### src/rtl/ahblite_arbiter.sv
// Round-robin AHB-Lite bus arbiter. It grants the address phase to one master
// and keeps that grant for the whole of a fixed or INCR burst, or a locked sequence.
module ahblite_arbiter #(
  parameter int MASTER = 4,
  parameter int SEL_W  = $clog2(MASTER)
) (
  input  logic                   HCLK,
  input  logic                   HRESET,
  input  logic [MASTER-1:0][1:0] mst_HTRANS_i,
  input  logic [MASTER-1:0][2:0] mst_HBURST_i,
  input  logic [MASTER-1:0]      mst_HMASTLOCK_i,
  input  logic                   HREADY_i,
  output logic [SEL_W-1:0]       addr_sel_o,
  output logic [SEL_W-1:0]       data_sel_o,
  output logic [MASTER-1:0]      grant_o,
  output logic                   locked_o,
  output logic [MASTER-1:0]      mst_HREADYOUT_o
);

  localparam logic [1:0] TRANS_IDLE   = 2'b00;
  localparam logic [1:0] TRANS_NONSEQ = 2'b10;
  localparam logic [1:0] TRANS_SEQ    = 2'b11;

  localparam logic [2:0] BURST_SINGLE = 3'b000;
  localparam logic [2:0] BURST_INCR   = 3'b001;
  localparam logic [2:0] BURST_WRAP4  = 3'b010;
  localparam logic [2:0] BURST_INCR4  = 3'b011;

  typedef enum logic [1:0] {
    PARK  = 2'd0,
    BURST = 2'd1,
    LOCK  = 2'd2
  } state_t;

  state_t            state_q, state_d, park_next;
  logic [1:0]        beat_cnt_q, beat_cnt_d;
  logic [SEL_W-1:0]  rr_ptr_q;
  logic [MASTER-1:0] requesting;
  logic [1:0]        owner_trans;
  logic [2:0]        owner_burst;
  logic              owner_lock;
  logic              accepted, acc_nonseq, acc_seq;
  logic              fixed4, burst_end, rearb;
  logic              win_found;
  logic [SEL_W-1:0]  win_idx, cand;

  always_comb begin
    for (int m = 0; m < MASTER; m++) begin
      requesting[m] = (mst_HTRANS_i[m] != TRANS_IDLE);
    end
  end

  assign owner_trans = mst_HTRANS_i[addr_sel_o];
  assign owner_burst = mst_HBURST_i[addr_sel_o];
  assign owner_lock  = mst_HMASTLOCK_i[addr_sel_o];

  assign acc_nonseq  = HREADY_i && (owner_trans == TRANS_NONSEQ);
  assign acc_seq     = HREADY_i && (owner_trans == TRANS_SEQ);
  assign accepted    = acc_nonseq || acc_seq;

  always_comb begin
    beat_cnt_d = beat_cnt_q;
    if (acc_nonseq)   beat_cnt_d = 2'd0;
    else if (acc_seq) beat_cnt_d = beat_cnt_q + 2'd1;
  end

  // A four-beat burst ends when its fourth beat is accepted. At that point the
  // updated count (NONSEQ = 0, then one more for each SEQ) reaches 3.
  assign fixed4    = (owner_burst == BURST_INCR4) || (owner_burst == BURST_WRAP4);
  assign burst_end = fixed4 ? (acc_seq && beat_cnt_d == 2'd3)
                            : (HREADY_i && (owner_trans == TRANS_IDLE ||
                                            owner_trans == TRANS_NONSEQ));

  // This is the state the owner's current beat would select if no sequence were
  // open. Every exit from BURST or LOCK goes through it, so a NONSEQ that ends
  // one sequence can start the next one in the same cycle.
  always_comb begin
    park_next = PARK;
    if (accepted && owner_lock)                          park_next = LOCK;
    else if (acc_nonseq && owner_burst != BURST_SINGLE)  park_next = BURST;
  end

  // NOTE: every signal written in an always_comb gets a default first. Without
  // it, a path that skips the assignment makes synthesis infer a latch.
  always_comb begin
    state_d = state_q;
    if (HREADY_i) begin
      unique case (state_q)
        PARK:    state_d = park_next;
        BURST:   if ((accepted && owner_lock) || burst_end || acc_nonseq)
                   state_d = park_next;
        LOCK:    if (!owner_lock || owner_trans == TRANS_IDLE)
                   state_d = park_next;
        default: state_d = PARK;
      endcase
    end
  end

  assign rearb = HREADY_i && (state_d == PARK);

  always_comb begin
    win_found = 1'b0;
    win_idx   = rr_ptr_q;
    cand      = rr_ptr_q;
    for (int i = 1; i <= MASTER; i++) begin
      cand = SEL_W'((int'(rr_ptr_q) + i) % MASTER);
      if (!win_found && requesting[cand]) begin
        win_found = 1'b1;
        win_idx   = cand;
      end
    end
  end

  // NOTE: sequential state uses non-blocking assignments only. Every register
  // then samples the values from before the edge, whatever order the statements
  // are written in.
  always_ff @(posedge HCLK) begin
    if (HRESET) begin
      state_q    <= PARK;
      beat_cnt_q <= 2'd0;
      rr_ptr_q   <= SEL_W'(MASTER - 1);
      addr_sel_o <= '0;
      data_sel_o <= '0;
    end else if (HREADY_i) begin
      state_q    <= state_d;
      beat_cnt_q <= beat_cnt_d;
      data_sel_o <= addr_sel_o;
      if (rearb && win_found) begin
        addr_sel_o <= win_idx;
        rr_ptr_q   <= win_idx;
      end
    end
  end

  assign locked_o = (state_q == LOCK);

  always_comb begin
    grant_o             = '0;
    grant_o[addr_sel_o] = 1'b1;
  end

  // Masters that own neither phase are stalled only while they are requesting.
  always_comb begin
    for (int m = 0; m < MASTER; m++) begin
      if (addr_sel_o == SEL_W'(m) || data_sel_o == SEL_W'(m))
        mst_HREADYOUT_o[m] = HREADY_i;
      else
        mst_HREADYOUT_o[m] = !requesting[m];
    end
  end

endmodule

### config.mk
export PLATFORM = sky130hd
export DESIGN_NAME = ahblite_arbiter
export DESIGN_NICKNAME = d
export VERILOG_FILES = /design/src/rtl/ahblite_arbiter.sv
export SDC_FILE = /design/constraint.sdc
export NUM_CORES = 1
export LEC_CHECK = 0
export BUFFER_PORTS_ARGS = -buffer_cell sky130_fd_sc_hd__buf_2
export CORE_MARGIN = 2
export CORE_UTILIZATION = 50
export CTS_CLUSTER_SIZE = 8
export DETAILED_ROUTE_END_ITERATION = 8
export GPL_ROUTABILITY_DRIVEN = 0
export HOLD_SLACK_MARGIN = 0.05
export PLACE_DENSITY = 0.84
export SLEW_MARGIN = 20
export SYNTH_ARGS = -nofsm -noshare
export SYNTH_HDL_FRONTEND = slang
export SYNTH_SLANG_ARGS = --single-unit
### constraint.sdc
create_clock -name HCLK -period 4.4 [get_ports HCLK]
set_input_delay 0.88 -clock HCLK [delete_from_list [all_inputs] [get_ports HCLK]]
set_output_delay 0.88 -clock HCLK [all_outputs]
set_load 0.02 [all_outputs]
After elaboration in Yosys (flattened, before gate mapping) --
Index checks and enable logic that the tools add are counted.
Cells by class: $add $sub $neg 5, $mul 0, divide/modulo/power cells 0, $lt $le $gt $ge 6, equal/unequal tests 13, shift operators 0, muxes and demuxes 37, bitwise gates (word level) 0, reduce and logical (&&, ||, !) cells 41
Operators by type and width (number):
- $mux 2 | 11
- $eq 2x2->1 const B | 8
- $mux 1 | 16
- $lt 2x3->1 const B | 5
- $logic_and 1x1->1 | 12
- $bmux 1 s2 | 5
- $logic_not 2->1 | 5
- $logic_or 1x1->1 | 10
- $logic_not 1->1 | 8
- $reduce_bool 2->1 | 4
- $add 2x1->2 const B | 3
- $bmux 3 s2 | 1
- $eq 2x1->1 const B | 3
- $eq 3x2->1 const B | 2
- $pmux 2 s3 | 1
- $add 2x2->2 const B | 2
- $bmux 2 s2 | 1
- $mux 3 | 1
- $reduce_bool 3->1 | 1
- $demux 1 s2 | 1
- $ge 2x1->1 const B | 1
- $reduce_and 2->1 | 1
Storage, ports and cells: bits in registers 10, latch bits 0, RAM bits 0, ROM bits 0, input bits 27, logic and storage cells 107, memories 0

Logic depth before layout (Yosys ltp) --
Gate-level depths: netlist of the first run.
word-level depth 18, gate-level depth with buffers 7

Least setup slack after synthesis of the first run --
Ideal clock, no wire load.
path kind input-to-output, start point input HREADY_i, end point output mst_HREADYOUT_o[0], arrival time 1.750 ns, path slack 1.770 ns, stages on the path 3, path buffers 1, cell sequence clkbuf_1 inv_1 o21ai_0
On the way: longest elaborated chain between the ends 1
RTL lines:
- from (decl) | RTL line 12 | input logic HREADY_i,
- $mux 1 | RTL line 145 | if (addr_sel_o == SEL_W'(m) || data_sel_o == SEL_W'(m))
- to (decl) | RTL line 17 | output logic [MASTER-1:0] mst_HREADYOUT_o
No other way between the ends.

Final worst setup path of the first run --
start point register addr_sel_o[1], end point output mst_HREADYOUT_o[2]
On the way: longest elaborated chain between the ends 3
RTL lines:
- from (decl) | RTL line 13 | output logic [SEL_W-1:0] addr_sel_o,
- from (signal assigned) | RTL line 129 | addr_sel_o <= win_idx;
- $eq 2x2->1 | RTL line 145
- $logic_or 1x1->1 | RTL line 145
- $mux 1 | RTL line 145
No other way between the ends.

==> results of run 1 <==
[synthesized netlist by cell type]
cell                         n  area share, %
sky130_fd_sc_hd__o31ai_1     1           0.84
sky130_fd_sc_hd__a32oi_1     1           0.98
sky130_fd_sc_hd__mux4_2      1            2.5
sky130_fd_sc_hd__inv_1       6            2.5
sky130_fd_sc_hd__nand2_1    14            5.9
sky130_fd_sc_hd__o21a_1      1           0.84
sky130_fd_sc_hd__buf_6       1            1.3
sky130_fd_sc_hd__nor2b_1     2            1.4
sky130_fd_sc_hd__a22oi_1     1           0.84
sky130_fd_sc_hd__or3_1       1           0.70
sky130_fd_sc_hd__mux2i_1     6            6.7
sky130_fd_sc_hd__a211o_1     1           0.98
sky130_fd_sc_hd__a211oi_2    1            1.4
sky130_fd_sc_hd__a21oi_1    10            5.6
sky130_fd_sc_hd__or2_4       1           0.98
sky130_fd_sc_hd__o2bb2ai_1   2            2.0
sky130_fd_sc_hd__nor4_1      1           0.70
sky130_fd_sc_hd__mux4_1      4             12
sky130_fd_sc_hd__nand4_2     1            1.4
sky130_fd_sc_hd__clkbuf_1    3            1.3
sky130_fd_sc_hd__buf_4       1           0.84
sky130_fd_sc_hd__o22ai_1     1           0.70
sky130_fd_sc_hd__and4b_1     1            1.1
sky130_fd_sc_hd__o221ai_1    2            2.0
sky130_fd_sc_hd__o21ai_0     6            3.4
sky130_fd_sc_hd__o311ai_2    1            1.8
sky130_fd_sc_hd__mux2_2      3            3.8
sky130_fd_sc_hd__nand2b_1    1           0.70
sky130_fd_sc_hd__nor2_1     19            8.0
sky130_fd_sc_hd__nor3b_1     1           0.84
sky130_fd_sc_hd__o31ai_4     1            2.4
sky130_fd_sc_hd__or2_2       1           0.70
sky130_fd_sc_hd__nor3_1      2            1.1
sky130_fd_sc_hd__dfxtp_1    10             22
[area by class of cell]
class                   instances  area (µm²)
inverters                       6        22.5
fillers                       148         579
clock buffers                   4        36.3
flip-flops and latches         10         200
well taps                      25        31.3
multi-input cells              88         643
repair buffers                 39         195
[cell usage in the layout (no fill, tap or decap), types with 2 or more instances in the layout]
master	count
sky130_fd_sc_hd__mux4_1	4
sky130_fd_sc_hd__nand2_1	14
sky130_fd_sc_hd__buf_2	39
sky130_fd_sc_hd__nor2b_1	2
sky130_fd_sc_hd__o221ai_1	2
sky130_fd_sc_hd__o21ai_0	6
sky130_fd_sc_hd__a21oi_1	10
sky130_fd_sc_hd__nor2_1	19
sky130_fd_sc_hd__dfxtp_1	10
sky130_fd_sc_hd__o2bb2ai_1	2
sky130_fd_sc_hd__inv_1	6
sky130_fd_sc_hd__nor3_1	2
sky130_fd_sc_hd__mux2_2	3
sky130_fd_sc_hd__clkbuf_4	3
sky130_fd_sc_hd__mux2i_1	6
[power groups by stage]
stage	registers (µW)	logic, µW	clock network (µW)
final	130	183	78.4
after global routing	134	199	86.0
after CTS	131	183	81.9
after detailed placement	133	183	0
after global placement	132	180	0
after floorplan	121	147	0
[per-layer routing]
metal  GRT usage (%)  vias to the layer above  wire [µm]
li1                -                      482          -
met1            23.3                      441        909
met2            38.1                       40       1100
met3            5.10                        2        167
met4            6.86                        0         15
met5               0                        -          0
[flip-flops by register name, summed over array words and instances, names as in the netlist]
name	cells
addr_sel_o	2
beat_cnt_q	2
data_sel_o	2
rr_ptr_q	2
state_q	2
[through the flow]
step / instance area [µm²] / hold slack (ns) / power, µW / util, %
CTS: 1130 / 0.522 / 396 / 66.1
detailed placement: 1090 / 0.514 / 316 / 64.0
global route: 1130 / 0.550 / 420 / 66.1
floorplan: 896 / 0.473 / 269 / -
finish: 1130 / 0.524 / 392 / 66.1
global placement: 1090 / 0.499 / 312 / 64.0
[worst min-delay path by stage]
stage	depth (start not counted)	to	slack, ns
final	2	data_sel_o[0]$_SDFFE_PP0P_	0.52
after global routing	2	data_sel_o[0]$_SDFFE_PP0P_	0.55
after CTS	2	data_sel_o[0]$_SDFFE_PP0P_	0.52
after detailed placement	2	data_sel_o[0]$_SDFFE_PP0P_	0.51
after global placement	2	beat_cnt_q[1]$_SDFFE_PP0P_	0.50
after floorplan	2	beat_cnt_q[1]$_SDFFE_PP0P_	0.47
[critical path, cell delays in order (launching register included)]
cell and delay [ns]:
sky130_fd_sc_hd__dfxtp_1 0.69, sky130_fd_sc_hd__inv_1 0.18, sky130_fd_sc_hd__nor2_1 0.15, sky130_fd_sc_hd__a21oi_1 0.06
sky130_fd_sc_hd__mux2_2 0.27, sky130_fd_sc_hd__buf_2 0.16
[kinds of logic (layout without fill, tap and decap cells)]
group	Yosys count	in the layout	synth area share, %
compound gates	29	29	23.6
buf+inv	11	49	5.87
flops	10	10	22.3
mux	14	14	24.7
simple gates	45	45	23.5
==> results summary, run 1 <==
The synthesized area came out at 896 µm². The critical path ends at mst_HREADYOUT_o[2]. The die is 46.3 µm wide. The global-route wire length before repair is 3.27 mm. The final critical path takes up roughly three fifths of the cycle.

The flip-flop and latch count after synthesis came out at 10. The count of endpoints failing setup in the final report came out at 0. The shortest clock period the worst path allows after layout came out at 2.66 ns. STA classifies the critical path endpoint as a primary output.

Counting tap cells, the placed design contains a total of 168 instances. The number of nets at the end of the flow is 175. The number of global-route vias before repair was 839.

The via count came out at between 900 and 1000. The synthesized instance count came out at 109. The reg-to-reg startpoint is addr_sel_o[0]$_SDFFE_PP0P_.

Buffers added to address setup during post-CTS repair amount to 0. Yosys mapped the design onto 34 distinct sky130hd cell types. The number of endpoints with negative hold slack in the final report came to 0. The remaining global-route overflow came out at 0. The data required time of the critical path came out at 3.52 ns. In this run the most critical hold path is launched from data_sel_o[0]$_SDFFE_PP0P_. Synthesis produced a netlist with a net count of 136. The number of warning messages in the yosys log came out at 0. The fraction of power spent switching nets is 39.4%. The total wire length after detailed routing came out at between 2 and 2.5 mm.

The flow ran to the end, and the final reports show no timing, DRC or antenna violations. The share of final-layout standard cells stronger than drive strength 1 is between 30% and 40%. Across all setup checks in the final design, the least slack found is between 1.5 and 2 ns. The post-detailed-route wirelength per cell came out at ~13 µm. The die is between 40 and 50 µm tall. The combined global-route utilization of all metal layers is 20.9%. The worst reg2reg path depth came out at 6. Relative to the synthesized area, the layout overhead comes to 26.0%. The floorplan has 15 rows.

Timing analysis after detailed placement gives a worst setup slack of between 1.5 and 2 ns. The final instance count without filler cells is around 170. The endpoint arrival time on the critical path is 1.78 ns. The total CTS buffers is 3. The startpoint kind of the worst setup timing path is a flop. In this run the critical register-to-register path is captured at addr_sel_o[0]$_SDFFE_PP0P_. The path type of the worst setup path is reg -> out.

On the final layout, the worst clock skew is 0.00624 ns. For this run, the top clock speed supported by timing is around 380 MHz. CTS built an H-tree with a depth of 1. After synthesis, flip-flops and latches occupy 22.3% of the total area. Combinational cells account for ~47% of the total power. The via count normalized by instance count is 5.61.

The number of detailed-routing iterations run before antenna repair came out at 4. The setup check on the worst reg-to-reg path leaves a slack of ~2.0 ns. The count of inserted antenna diode cells came out at 0.

The register clock-pin slew on the reported worst setup and hold paths came out at 0.06 ns. The number of resized instances in the post-cts repair step is 0. The sink count of the clock tree is 10.

The transition time at the pin with the least slew margin came out at roughly 0.58 ns. The post-route setup TNS came out at 0 ns. The die covers approximately 2100 µm². The type of the tightest min-delay check is reg -> reg. In the routed design, unresolved DRC markers number 0. The initial antenna violation count is 0.

The worst-case vdd ir drop came out at approximately 0.23 mV. The cell sitting at the root of the clock tree is a sky130_fd_sc_hd__clkbuf_4. In this run the remaining antenna-violating nets after routing total 0. The power share of the clock group came out at between 20% and 30%. The count of input and output buffers is 39. The insertion delay to the later sink of the worst-skew pair is 0.26 ns.

The largest fanout on the critical path is 14. For this configuration, the core starts out at a cell density of 52.5%. The CTS tree is built. The most critical setup path has its startpoint at addr_sel_o[1]$_SDFFE_PP0P_. For this design the total switching power over the nets is 154 µW. The post-synthesis average cell area came out at roughly 8.2 µm².

The areal power density over the cells came out at between 300 and 400 nW/µm². The violation count after the first detailed-route iteration is 12. The internal power contribution came out at approximately 240 µW. 40 I/O pins were placed. Registers are responsible for 33.3% of the overall power. The placeable core region came out at roughly 1700 µm². In this run the tightest slew margin relative to its limit is 61.3%. The leakage power figure came out at a little under 0.0005 µW. The detailed-placement wirelength estimate came out at roughly 1.8 mm. The maximum number of buffers from clock root to sink is 2. The number of violations of the max-capacitance limit is 0. The number of hold buffers added after cts came out at 0. Entering global routing, the biggest net connects 15 pins. The final max-slew violation count is 0.

Setup repair after global routing left no endpoint under its margin.
Note: power is estimated with default switching activity, not from simulation.
==> run 2, diff against run 1 <==
CORE_ASPECT_RATIO = 0.7   (was unset)
CORE_UTILIZATION = 42   (was 50)
PLACE_DENSITY = 0.75   (was 0.84)
clock period = 2.3 ns   (was 4.4 ns; I/O delays follow)
==> results summary, run 2 (synthesis gave the netlist of run 1 again) <==
The run finished with clean final reports. The number of detailed-routing iterations run before antenna repair is 4 (unchanged). Setup repair after global routing left no endpoint under its margin.

The post-detailed-route wirelength per cell came out at 15.2 µm (+19%). The number of global-route vias before repair was 949 (+13%). The final setup skew came to 0.00172 ns (-0.00452 ns). The highest cell delay on the worst timing path is 0.55 ns (-0.14 ns). The via count is 1031 (+6.8%).

The total CTS buffers is 3 (unchanged). The maximum number of buffers from clock root to sink is 2 (unchanged). The type of the tightest min-delay check is in -> reg.

The power share of the clock group came to 15.6% (-4.4 points). The worst-case vdd ir drop came out at 0.302 mV (+29%). The sequential fraction of design power is 29.8% (-3.5 points).

The relative slew slack is 72.7% (+11 points). The fraction of power spent switching nets was 41.8% (+2.4 points). The violation count after the first detailed-route iteration came to 78 (+66). The shortest clock period the worst path allows after layout is 2.20 ns. The global-route wire length before repair is 4.29 mm (+31%). The net switching component of the power is 323 µW (+110%).

The post-route DRC violation count is 0 (unchanged). The tree is rooted in a sky130_fd_sc_hd__clkbuf_4. The most common library cell in the layout ignoring fill and taps is sky130_fd_sc_hd__buf_2. The endpoint arrival time on the critical path is 2.39 ns (+0.61 ns).

The count of inserted antenna diode cells is 0 (unchanged). The final max-slew violation count is 0 (unchanged). The remaining global-route overflow was 0 (unchanged). The sink count of the clock tree came out at 10 (unchanged). The count of endpoints failing setup in the final report is 0 (unchanged). The largest fanout on the critical path is 5 (-9).

In the layout the commonest cells are 39 x sky130_fd_sc_hd__buf_2, 19 x sky130_fd_sc_hd__nor2_1, 14 x sky130_fd_sc_hd__nand2_1, 10 x sky130_fd_sc_hd__a21oi_1, 9 x sky130_fd_sc_hd__dfxtp_1. The combined global-route utilization of all metal layers came out at 22.8% (+1.9 points). The initial core utilization came out at 46.3% (-6.2 points). The count of input and output buffers is 39 (unchanged). The transition time at the pin with the least slew margin is 0.409 ns (-0.170 ns). Static timing analysis puts the maximum clock frequency at ~450 MHz. TritonCTS built the clock tree. The areal power density over the cells came out at 665 nW/µm² (+92%). The number of nets at the end of the flow came to 180 (+2.9%).

The fraction of the cycle the final worst path needs came out at 95.9%. The placeable core region is 1940 µm² (+13%). The number of endpoints with negative hold slack in the final report came out at 0 (unchanged). The share of the core filled with cells in the final layout was 60.0% (-6.1 points). The area added between synthesis and finish came out at 29.6%. STA classifies the critical path startpoint as a flop.

The path type of the worst setup path is reg -> reg. The post-route setup TNS is 0 ns (unchanged). The internal power contribution is 450 µW (+89%). The total wire length after detailed routing came out at 2.63 mm (+20%). The height of the die is 42.6 µm (-8.0%). Among all stages on the critical path, the largest delay is contributed by sky130_fd_sc_hd__mux4_1. The data required time of the critical path came out at 2.49 ns (-1.03 ns).

The H-tree depth reported by CTS is 1 (unchanged). The area of the die came out at 2520 µm² (+18%). The insertion delay to the later sink of the worst-skew pair is 0.27 ns (about the same). The standard-cell row count is 13 (-2). The register clock-pin slew on the reported worst setup and hold paths is 0.06 ns (about the same). The number of top-level pins is 40 (unchanged). The share of final-layout standard cells stronger than drive strength 1 is 39.1% (+3.0 points).

The power share of the combinational group came out at 54.6% (+7.9 points). The via count normalized by instance count came out at 5.96 (+6.2%). The detailed-placement wirelength estimate is 2.19 mm (+21%). The worst hold margin is 0.498 ns (-0.0260 ns). The initial antenna violation count came out at 0 (unchanged).

The worst setup path is captured at a flop. The leakage power figure is 0.000517 µW (+4.0%). The signal on the critical path passes through buf_4 -> mux4_1 -> or3_1 -> nand4_2 -> o31ai_4 -> or2_4 -> a211oi_2. The number of violations of the max-capacitance limit is 0 (unchanged). The horizontal die dimension came out at 59.2 µm (+28%). The post-route antenna net violation count came out at 0 (unchanged). The maximum number of pins on one net before global-route repair is 15 (unchanged).
## run 2: through the flow
step           setup WS [ns]  cell area (µm²)  total power (µW)  instances
2_1_floorplan         0.0788              896               514        109
3_3_place_gp          0.0597             1130               629        169
3_5_place_dp          0.0173             1130               643        169
4_1_cts               0.0791             1150               767        172
5_1_grt              0.00588             1160               824        173
6_report              0.0951             1160               773        173
## run 2: metal layers
layer / up-vias / GRT usage, % / share of wire [%]
met5: - / 0 / 0
met4: 0 / 8.64 / 1.3
met3: 5 / 3.70 / 7.9
met2: 54 / 34.1 / 45
met1: 483 / 32.5 / 46
li1: 489 / - / -
## run 2: cell type report
| cell class | instances | area, µm² |
|---|---|---|
| multi-input cells | 88 | 639 |
| flip-flops and latches | 10 | 204 |
| well taps | 22 | 27.5 |
| inverters | 6 | 22.5 |
| clock buffers | 3 | 22.5 |
| repair buffers | 44 | 245 |
| fillers | 178 | 774 |
## run 2: worst max-delay path: cells and delay by family (launching register included)
| kind | cells | cell delay [ns] |
|---|---|---|
| simple gates | 3 | 0.75 |
| compound gates | 2 | 0.30 |
| buf+inv | 1 | 0.14 |
| mux | 1 | 0.55 |
| flops | 1 | 0.38 |
## run 2: what timing repair did
action / in CTS / in global routing
setup buffers: 0 / 1
pin swaps: 0 / 3
setup endpoints to repair: 1 / 1
hold buffers: 0 / 0
cloned: 0 / 0
resized for setup: 1 / 2
## run 2: path summary, 6_finish.rpt
path	from	to	slack (ns)	cells past startpoint
max reg2reg	addr_sel_o[0]$_SDFFE_PP0P_	addr_sel_o[0]$_SDFFE_PP0P_	0.1	7
min reg2reg	data_sel_o[0]$_SDFFE_PP0P_	data_sel_o[0]$_SDFFE_PP0P_	0.52	2
min	HRESET	addr_sel_o[0]$_SDFFE_PP0P_	0.50	2
max	addr_sel_o[0]$_SDFFE_PP0P_	addr_sel_o[0]$_SDFFE_PP0P_	0.1	7
## run 2: power groups by stage
stage / combinational [µW] / clock (µW) / sequential (µW)
2_1_floorplan: 282 / 0 / 232
3_3_place_gp: 399 / 0 / 230
3_5_place_dp: 410 / 0 / 233
4_1_cts: 412 / 125 / 230
5_1_grt: 452 / 137 / 235
6_report: 422 / 120 / 230
==> run 3, diff against run 2 <==
--- a/config.mk
+++ b/config.mk
@@ -13,4 +13,5 @@
 export DETAILED_ROUTE_END_ITERATION = 8
 export GPL_ROUTABILITY_DRIVEN = 0
+export GPL_TIMING_DRIVEN = 0
 export HOLD_SLACK_MARGIN = 0.05
 export PLACE_DENSITY = 0.75
==> constraint.sdc (replaced) <==
create_clock -name HCLK -period 2.3 [get_ports HCLK]
set_input_delay 0.23 -clock HCLK [delete_from_list [all_inputs] [get_ports HCLK]]
set_output_delay 0.23 -clock HCLK [all_outputs]
set_load 0.02 [all_outputs]
==> results summary, run 3 (synthesis gave the netlist of run 1 again) <==
The post-route antenna net violation count came out at 0 (unchanged). The count of input and output buffers came to 38 (-2.6%). The final setup skew is 0.00436 ns (+0.00264 ns). The maximum number of buffers from clock root to sink came out at 2 (unchanged). The fraction of the cycle the final worst path needs is 95.9% (about the same).

The startpoint identified for the worst register-to-register timing path is addr_sel_o[0]$_SDFFE_PP0P_. The sink count of the clock tree came out at 10 (unchanged). The flow ran to the end, and the final reports show no timing, DRC or antenna violations. The total CTS buffers came to 3 (unchanged).

The number of detailed-routing iterations run before antenna repair came to 4 (unchanged). The register clock-pin slew on the reported worst setup and hold paths came out at 0.06 ns (about the same). The H-tree depth reported by CTS came out at 1 (unchanged). The CTS tree is built. The slowest stage of the critical path belongs to the cell sky130_fd_sc_hd__mux4_2. The violation count after the first detailed-route iteration came out at 65 (-17%). The path type of the worst setup path is reg -> reg.

The relative slew slack is 69.7% (-3.1 points). The count of inserted antenna diode cells came out at 0 (unchanged). The number of top-level pins is 40 (unchanged). The endpoint identified for the worst register-to-register timing path is addr_sel_o[0]$_SDFFE_PP0P_. The library cells used most frequently in the layout, excluding fill and tap cells, are 38 x sky130_fd_sc_hd__buf_2, 19 x sky130_fd_sc_hd__nor2_1, 14 x sky130_fd_sc_hd__nand2_1, 10 x sky130_fd_sc_hd__a21oi_1, 9 x sky130_fd_sc_hd__dfxtp_1. Among cell families on the critical path, the largest total delay comes from simple AND/OR/NAND/NOR gates. Setup repair after global routing left no endpoint under its margin. The transition time at the pin with the least slew margin came out at 0.455 ns (+0.0458 ns). The number of buffers and inverters on the critical path came out at 1 (unchanged). The total wire length after detailed routing is 2.41 mm (-8.5%). The number of global-route vias before repair came out at 881 (-7.2%). The endpoint arrival time on the critical path came out at 2.39 ns (about the same). In this run the worst setup path begins at addr_sel_o[0]$_SDFFE_PP0P_. The number of instances on the worst hold path is 4 (+2). The signal on the critical path passes through buf_6 -> mux4_2 -> or3_1 -> nand4_2 -> o31ai_4 -> or2_4 -> a211oi_2. The most common library cell in the layout ignoring fill and taps is sky130_fd_sc_hd__buf_2. The combined global-route utilization of all metal layers came to 19.7% (-3.2 points). The post-route DRC violation count came out at 0 (unchanged). The worst hold margin was 0.232 ns (-0.267 ns). The area of the die is 2520 µm² (unchanged).

The shortest clock period the worst path allows after layout was 2.20 ns (-0.000205 ns). The initial core utilization came out at 46.3% (unchanged). The number of nets at the end of the flow came out at 179 (-0.56%). The number of endpoints with negative hold slack in the final report came out at 0 (unchanged). STA classifies the critical path startpoint as a flop. The pre-CTS worst setup slack came to -0.0201 ns (-0.0374 ns). The maximum clock frequency is 454 MHz (about the same). The maximum number of pins on one net before global-route repair came to 11 (-4). The leakage power figure came out at 0.000506 µW (-2.1%).

The number of violations of the max-capacitance limit came out at 0 (unchanged). The post-detailed-route wirelength per cell is 13.9 µm (-8.5%). The via count normalized by instance count is 5.82 (-2.4%). The final worst slack came out at 0.0953 ns (+0.000205 ns).

The data required time of the critical path came to 2.48 ns (about the same). The highest cell delay on the worst timing path is 0.52 ns (-0.03 ns). The root buffer cell is sky130_fd_sc_hd__clkbuf_4. The number of cells after detailed placement came to 169 (unchanged). The worst-case vdd ir drop came out at 0.336 mV (+11%). The count of buffers added by post-CTS timing repair for setup came out at 0 (unchanged). The largest fanout on the critical path is 10 (+5). The standard-cell row count is 13 (unchanged). The global-route wire length before repair is 3.81 mm (-11%). The via count is 1006 (-2.4%). The startpoint of the worst hold path is HRESET. The placeable core region was 1940 µm² (unchanged). The insertion delay to the later sink of the worst-skew pair was 0.27 ns (about the same). The height of the die came out at 42.6 µm (unchanged). The horizontal die dimension is 59.2 µm (unchanged). The initial antenna violation count was 0 (unchanged). The worst hold path terminates at addr_sel_o[1]$_SDFFE_PP0P_. The share of final-layout standard cells stronger than drive strength 1 came out at 37.7% (-1.3 points). The worst-case register-to-register setup slack came out at 0.1 ns (about the same).

The worst reg2reg path depth is 7 (unchanged). The share of the core filled with cells in the final layout is 59.6% (-0.39 points). The final instance count without filler cells came out at 173 (unchanged). The areal power density over the cells is 683 nW/µm² (+2.7%).

The nature of the critical path endpoint is a flop. The remaining global-route overflow came to 0 (unchanged). The detailed-placement wirelength estimate was 1.98 mm (-9.3%).

The count of endpoints failing setup in the final report was 0 (unchanged). The final max-slew violation count came out at 0 (unchanged). The type of the tightest min-delay check is in -> reg. The area added between synthesis and finish came out at 28.8%.
-- run 3: cell count changes in the layout (fill, tap and decap cells not counted), sizes merged --
| cell | before | now |
|---|---|---|
| clkbuf | 3 | 7 |
| buf | 44 | 40 |
-- run 3: timing repair --
action	4_1_cts	5_1_grt
gates cloned	0	0
setup endpoints to repair	1	2
pin swaps	0	2
hold buffers	0	0
gates resized for setup	1	2
-- run 3: how the worst max path moves through the flow --
stage	endpoint	slack [ns]	cells after the start
2_1_floorplan	addr_sel_o[0]$_SDFFE_PP0P_	0.08	7
3_3_place_gp	addr_sel_o[0]$_SDFFE_PP0P_	0.03	6
3_5_place_dp	addr_sel_o[0]$_SDFFE_PP0P_	-0.02	6
4_1_cts	rr_ptr_q[1]$_SDFFE_PP1P_	0.02	7
5_1_grt	rr_ptr_q[1]$_SDFFE_PP1P_	0.02	7
6_report	addr_sel_o[0]$_SDFFE_PP0P_	0.1	7
-- run 3: worst register-to-register path, stage by stage, from the launching register on --
cell	delay (ns)
sky130_fd_sc_hd__dfxtp_2	0.36
sky130_fd_sc_hd__buf_6	0.15
sky130_fd_sc_hd__mux4_2	0.52
sky130_fd_sc_hd__or3_1	0.39
sky130_fd_sc_hd__nand4_2	0.13
sky130_fd_sc_hd__o31ai_4	0.09
sky130_fd_sc_hd__or2_4	0.26
sky130_fd_sc_hd__a211oi_2	0.21
-- run 3: cell type report --
class | instances | area [µm²]
fillers | 162 | 782
repair buffers | 38 | 190
well taps | 22 | 27.5
plain buffers | 5 | 30.0
inverters | 6 | 22.5
clock buffers | 4 | 36.3
flip-flops and latches | 10 | 201
multi-input cells | 88 | 646
-- run 3: per-stage QoR --
step	instance area (µm²)	power [µW]	TNS [ns]
floorplan	896	514	0
global placement	1110	615	0
detailed placement	1110	622	-0.0201
CTS	1150	785	0
global route	1150	840	0
finish	1150	788	0
-- run 3: power breakdown --
part / switching, µW / internal, µW
logic: 229 / 175
clock network: 63.9 / 96.2
registers: 25.7 / 198
-- run 3: metal layers --
layer / part of all wire, % / track usage (%) / wire length, µm / vias up
li1: - / - / - / 487
met1: 47 / 29.3 / 1140 / 461
met2: 41 / 27.5 / 980 / 56
met3: 12 / 6.48 / 278 / 2
met4: 0.33 / 3.18 / 8 / 0
met5: 0 / 0 / 0 / -
